**src/rtl/morph_filter_nxn.sv**
```systemverilog
// KSIZE x KSIZE binary dilate/erode on a 1-bit pixel stream, timed by the VTC H/V counters.
// Optional build macro MORPH_PIX_CNT_EN adds a per-frame count of set output pixels.
module morph_filter_nxn #(
    parameter int   IMG_W      = 640,
    parameter int   IMG_H      = 480,
    parameter int   KSIZE      = 3,
    parameter int   CW         = 12,
    parameter logic BORDER_VAL = 1'b0,
    localparam int  CNTW       = $clog2(IMG_W * IMG_H + 1)
) (
    input  logic          PCLK,
    input  logic          RST_N,
    input  logic [CW-1:0] VtcHCnt,
    input  logic [CW-1:0] VtcVCnt,
    input  logic          de,
    input  logic          pix_i,
    input  logic          mode,
    input  logic          enable,
    output logic          pix_o,
    output logic          vld_o
`ifdef MORPH_PIX_CNT_EN
    ,
    output logic [CNTW-1:0] pix_cnt_o,
    output logic            pix_cnt_stb_o
`endif
);

    localparam int R  = (KSIZE - 1) / 2;
    localparam int AW = (IMG_W > 1) ? $clog2(IMG_W) : 1;

    logic             accept;
    logic             frame_start;
    logic             border;
    logic [AW-1:0]    addr;
    logic [KSIZE-2:0] line_mem [IMG_W];
    logic [KSIZE-2:0] ram_word;
    logic [KSIZE-1:0] column;
    logic [KSIZE-1:0] win [KSIZE];
    logic             armed;
    logic             mode_q;
    logic             en_q;
    logic             s1_vld;
    logic             s1_border;
    logic             any_one;
    logic             all_one;
    logic             filt;
    logic             pix_next;

    // Out-of-range counter values behave exactly like de=0.
    assign accept      = de && (VtcHCnt < CW'(IMG_W)) && (VtcVCnt < CW'(IMG_H));
    assign frame_start = accept && (VtcHCnt == '0) && (VtcVCnt == '0);
    assign border      = (VtcHCnt < CW'(2 * R)) || (VtcHCnt > CW'(IMG_W - 1 - R)) ||
                         (VtcVCnt < CW'(2 * R)) || (VtcVCnt > CW'(IMG_H - 1 - R));
    assign addr        = VtcHCnt[AW-1:0];
    assign ram_word    = line_mem[addr];
    assign column      = {ram_word, pix_i};

    // Column bit 0 is the current line; older lines shift toward the MSB.
    always_ff @(posedge PCLK) begin
        if (accept) begin
            line_mem[addr] <= {ram_word[KSIZE-3:0], pix_i};
        end
    end

    always_ff @(posedge PCLK or negedge RST_N) begin
        if (!RST_N) begin
            armed     <= 1'b0;
            mode_q    <= 1'b0;
            en_q      <= 1'b0;
            s1_vld    <= 1'b0;
            s1_border <= 1'b0;
            for (int i = 0; i < KSIZE; i++) begin
                win[i] <= '0;
            end
        end else begin
            s1_vld    <= accept && (armed || frame_start);
            s1_border <= border;
            if (frame_start) begin
                armed  <= 1'b1;
                mode_q <= mode;
                en_q   <= enable;
            end
            if (accept) begin
                win[0] <= column;
                for (int i = 1; i < KSIZE; i++) begin
                    win[i] <= win[i-1];
                end
            end
        end
    end

    // win[R][R] is the centre pixel (h-R, v-R) of the newest accepted input.
    always_comb begin
        any_one = 1'b0;
        all_one = 1'b1;
        for (int i = 0; i < KSIZE; i++) begin
            for (int j = 0; j < KSIZE; j++) begin
                any_one = any_one | win[i][j];
                all_one = all_one & win[i][j];
            end
        end
        if (!en_q) begin
            filt = win[R][R];
        end else if (mode_q) begin
            filt = all_one;
        end else begin
            filt = any_one;
        end
        pix_next = s1_border ? BORDER_VAL : filt;
    end

    always_ff @(posedge PCLK or negedge RST_N) begin
        if (!RST_N) begin
            vld_o <= 1'b0;
            pix_o <= 1'b0;
        end else begin
            vld_o <= s1_vld;
            pix_o <= s1_vld ? pix_next : 1'b0;
        end
    end

`ifdef MORPH_PIX_CNT_EN
    logic            s1_first;
    logic            s1_last;
    logic [CNTW-1:0] cnt;
    logic [CNTW-1:0] cnt_sum;

    always_comb begin
        cnt_sum = (s1_first ? '0 : cnt) + {{(CNTW-1){1'b0}}, pix_next};
    end

    // The first output of a frame restarts the count; the last one publishes it.
    always_ff @(posedge PCLK or negedge RST_N) begin
        if (!RST_N) begin
            s1_first      <= 1'b0;
            s1_last       <= 1'b0;
            cnt           <= '0;
            pix_cnt_o     <= '0;
            pix_cnt_stb_o <= 1'b0;
        end else begin
            s1_first      <= frame_start;
            s1_last       <= accept && (VtcHCnt == CW'(IMG_W - 1)) && (VtcVCnt == CW'(IMG_H - 1));
            pix_cnt_stb_o <= 1'b0;
            if (s1_vld) begin
                cnt <= cnt_sum;
                if (s1_last) begin
                    pix_cnt_o     <= cnt_sum;
                    pix_cnt_stb_o <= 1'b1;
                end
            end
        end
    end
`endif

endmodule

```
**config.mk**
```make
export PLATFORM = sky130hd
export DESIGN_NAME = morph_filter_nxn
export DESIGN_NICKNAME = d
export VERILOG_FILES = /design/src/rtl/morph_filter_nxn.sv
export SDC_FILE = /design/constraint.sdc
export NUM_CORES = 1
export LEC_CHECK = 0
export CORE_MARGIN = 4
export CORE_UTILIZATION = 40
export DETAILED_ROUTE_END_ITERATION = 10
export GPL_TIMING_DRIVEN = 0
export REMOVE_ABC_BUFFERS = 1
export SYNTH_ARGS = -nofsm -noshare
export SYNTH_HDL_FRONTEND = slang
export SYNTH_SLANG_ARGS = --single-unit
```
**constraint.sdc**
```tcl
create_clock -name PCLK -period 6.1 [get_ports PCLK]
set_input_delay 1.22 -clock PCLK [delete_from_list [all_inputs] [get_ports PCLK]]
set_output_delay 1.22 -clock PCLK [all_outputs]
set_load 0.05 [all_outputs]
```
==> summary.txt <==
Run status
  • Status: finished with violations
  • Failing checks: capacitance limit, slew limit

Floorplan
  • Core Area: 131,000 µm²
  • FP Rows: 133
  • Die ar.: 138,000 µm²
  • Die H: 371 µm
  • I/O pin cnt: 32
  • Initial Util: 40.2%
  • Die width: 371 µm

Critical path
  • Worst path max stage delay: 1.08 ns
  • Crit path DAT: 6.50 ns
  • CP required: 6.61 ns
  • Worst setup EP type: register
  • CP Class: input pin to register
  • Startpoint types: input pin
  • Most used cell, CP: buf_16
  • Worst-path cell chain: clkdlybuf4s50_1 -> nor2_2 -> nand2_2 -> o22ai_1 -> nor2_1 -> or4b_4 -> buf_16 -> buf_16 -> buf_16
  • Slowest-stage cell, CP: nor2_2
  • CP Max Fanout: 91

Pwr
  • Total power: 18.7 mW
  • P per Cell Area: 314 nW/µm²
  • Internal Power: 14.8 mW
  • Clock Power Share: 41.2%
  • Sw frac: 21.2%
  • P_leak: 18.9 nW
  • Switch Pwr: 3.97 mW
  • Comb power frac: 5.6%
  • Peak supply drop: 0.255 mV
  • Flop pwr share: 53.2%

Global route
  • GR Overflow Total: 0
  • GR Util All Layers: 22.2%
  • Largest net degree at the start of global routing: 173
  • Global-route wire length before repair: 216,000 µm
  • Antenna violations before repair: 2
  • Via count of the first global-routing pass: 29.5k

Logic synthesis
  • Count of unique library cells instantiated by Yosys: 59
  • Dominant synthesized flop cell: edfxtp_1
  • Post-synth ARST share: 1.23%
  • Yosys Warn Count: 0
  • Post-synthesis sequential element count: 1,296
  • Register area share after synthesis: 73.6%
  • Post-synth design cell area: 52,800 µm²
  • Synth Instances: 3,201
  • Post-synth EDFFs: 1,280
  • Syn_area_per_cell: 16.5 µm²

CTS
  • Worst skew pair latency: 0.73 ns
  • H-tree depth: 4
  • Clk root buf: clkbuf_16
  • CTS clk-pin slew, worst paths: 0.06 ns
  • CTS tree: done
  • CTS buffer count: 134
  • TritonCTS Sinks: 1,296
  • Clk buf depth: 3

Route
  • DRC Markers: 0
  • Routed Antenna Nets: 0
  • 1st-pass router iterations: 5
  • DRT Wirelength: 153,000 µm
  • Initial DRC count: 3,829
  • Vias: 29.8k
  • Via/cell ratio: 5.93
  • DR WL/cell: 30.5 µm

Timing
  • Post-Route Setup TNS: 0 ns
  • Max Slew Vio Count: 5
  • Fin. Hold Viols: 0
  • Post-layout minimum cycle time: 6.00 ns
  • Fmax: 167 MHz
  • Clock skew: 0.0309 ns
  • Max-slew headroom: -3.07%
  • Endpoints failing setup: 0
  • RSZ-0062 raised after global routing: false
  • Worst-margin pin slew: 1.54 ns
  • Final period util: 98.3%

Final layout
  • Multi-input gate area: 12,800 µm²
  • Filler Cell Count: 11.2k
  • Fraction of layout instances using a drive strength above 1: 14.9%
  • Area delta synth->final: 13.3%
  • # nets final: 3,213
  • FF+latch area: 38,800 µm²

Placed design
  • I/O Buffers: 31
  • Gpl congestion: 0.755
  • Final HPWL DP: 87,600 µm

Worst hold path
  • Hold WC Path Type: register to register

Job
  • Max-capacitance violation count: 2
worst max-delay path: cells and delay by family:
| family | cells | cell delay (ns) |
|---|---|---|
| AO/OA/AOI/OAI | 1 | 0.43 |
| AND/OR/NAND/NOR | 4 | 2.71 |
| buffers and inverters | 4 | 1.99 |
final cells by class:
class / instances / area share [%]
repair buffers: 107 / 3.16
flip-flops and latches: 1296 / 65.0
well taps: 1755 / 3.67
clock inverters: 56 / 0.720
inverters: 4 / 0.0251
multi-input cells: 1640 / 21.4
diodes: 3 / 0.0126
clock buffers: 168 / 6.07
power by group through the flow:
| stage | Clock [mW] | Combinational, mW | Sequential (mW) |
|---|---|---|---|
| after global routing | 8.21 | 1.09 | 9.97 |
| after CTS | 7.82 | 1.04 | 9.98 |
| after floorplan | 0 | 0.421 | 10.2 |
| after global placement | 0 | 1.53 | 10.4 |
| after detailed placement | 0 | 1.03 | 10.2 |
| final | 7.73 | 1.04 | 9.98 |
metrics by stage:
step                utilization, %  hold slack, ns  instance area, µm²  cells  worst slack [ns]
floorplan                        -           0.346               51400   2940           -0.0207
global placement              41.0           0.355               53900   4726            -32.38
detailed placement            42.4           0.357               55700   4802            -0.950
CTS                           45.5           0.371               59800   5026            0.0482
global route                  45.5           0.398               59800   5026            0.0238
finish                        45.5           0.370               59800   5029             0.101
logic make-up after synthesis:
logic type      share of synthesized area, %
compound gates                          3.44
buf+inv                                 2.68
flops                                   73.6
mux                                     13.2
simple gates                            7.10
cell usage in the layout, fill, tap and decap left out, types with 14 or more instances in the layout:
cell type / netlist / layout
clkinv_1: 0 / 32
edfxtp_1: 1280 / 1280
nor2_1: 673 / 669
buf_12: 2 / 43
a22oi_1: 35 / 35
mux4_2: 171 / 171
buf_16: 0 / 20
a22o_1: 17 / 17
a221oi_1: 15 / 15
o22ai_1: 141 / 141
nand3_1: 14 / 14
nand2_1: 98 / 65
clkbuf_16: 0 / 141
nor3_1: 15 / 15
nand2_2: 0 / 33
nor4_1: 25 / 25
clkdlybuf4s50_1: 0 / 25
a31oi_1: 16 / 16
mux2i_1: 305 / 305
clkbuf_1: 130 / 27
dfrtp_1: 16 / 16
cell usage after synthesis, types with 4 or more instances:
master | instances | area share, %
buf_6 | 24 | 0.51
a22oi_1 | 35 | 0.50
nand4bb_1 | 6 | 0.13
edfxtp_1 | 1280 | 73
nand2b_1 | 4 | 0.047
or4_1 | 12 | 0.17
a31oi_1 | 16 | 0.19
a22o_1 | 17 | 0.28
mux2_2 | 4 | 0.085
o2111ai_1 | 6 | 0.10
dfrtp_1 | 16 | 0.76
mux2i_1 | 305 | 5.8
and2_1 | 5 | 0.059
o21ai_0 | 7 | 0.066
clkbuf_1 | 130 | 0.92
nor2_1 | 673 | 4.8
a21oi_1 | 10 | 0.095
mux4_2 | 171 | 7.3
nor4_1 | 25 | 0.30
nor2b_1 | 4 | 0.047
nand3_1 | 14 | 0.13
a221oi_1 | 15 | 0.25
nand4_1 | 8 | 0.095
o211ai_1 | 7 | 0.10
buf_4 | 27 | 0.38
inv_1 | 4 | 0.028
nand2_1 | 98 | 0.70
and3_1 | 7 | 0.083
nor3_1 | 15 | 0.14
o22ai_1 | 141 | 1.7
buf_2 | 72 | 0.68
sequential cells by signal (all words and copies together), names as in the netlist:
signal / cells
win: 9
armed: 1
mode_q: 1
vld_o: 1
line_mem: 1280
pix_o: 1
s1_border: 1
s1_vld: 1
en_q: 1
layer usage:
| layer | vias to the layer above | track usage (%) | share of wire [%] |
|---|---|---|---|
| met3 | 306 | 4.66 | 9.7 |
| met2 | 1591 | 36.1 | 48 |
| met5 | - | 0 | 0 |
| met4 | 0 | 7.59 | 3.6 |
| li1 | 12405 | - | - |
| met1 | 15522 | 29.7 | 39 |
final timing paths:
check / start / cells after the start / slack [ns] / to
setup / recovery: VtcHCnt[6] / 9 / 0.10 / line_mem[28][1]$_DFFE_PP_
hold / removal: s1_vld$_DFF_PN0_ / 0 / 0.37 / vld_o$_DFF_PN0_
setup reg to reg: line_mem[38][0]$_DFFE_PP_ / 10 / 1.96 / line_mem[28][1]$_DFFE_PP_
hold reg to reg: s1_vld$_DFF_PN0_ / 0 / 0.37 / vld_o$_DFF_PN0_
max in group asynchronous: RST_N / 1 / 4.71 / win[0]$_DFFE_PN0P_
min in group asynchronous: RST_N / 1 / 0.93 / win[5]$_DFFE_PN0P_
what timing repair did:
item | in CTS | in global routing
gates resized for setup | 4 | 2
hold endpoints to repair | 0 | 0
setup endpoints to repair | 315 | 67
setup buffers | 0 | 0
hold buffers | 0 | 0
Power figures use the tool's default switching activity.
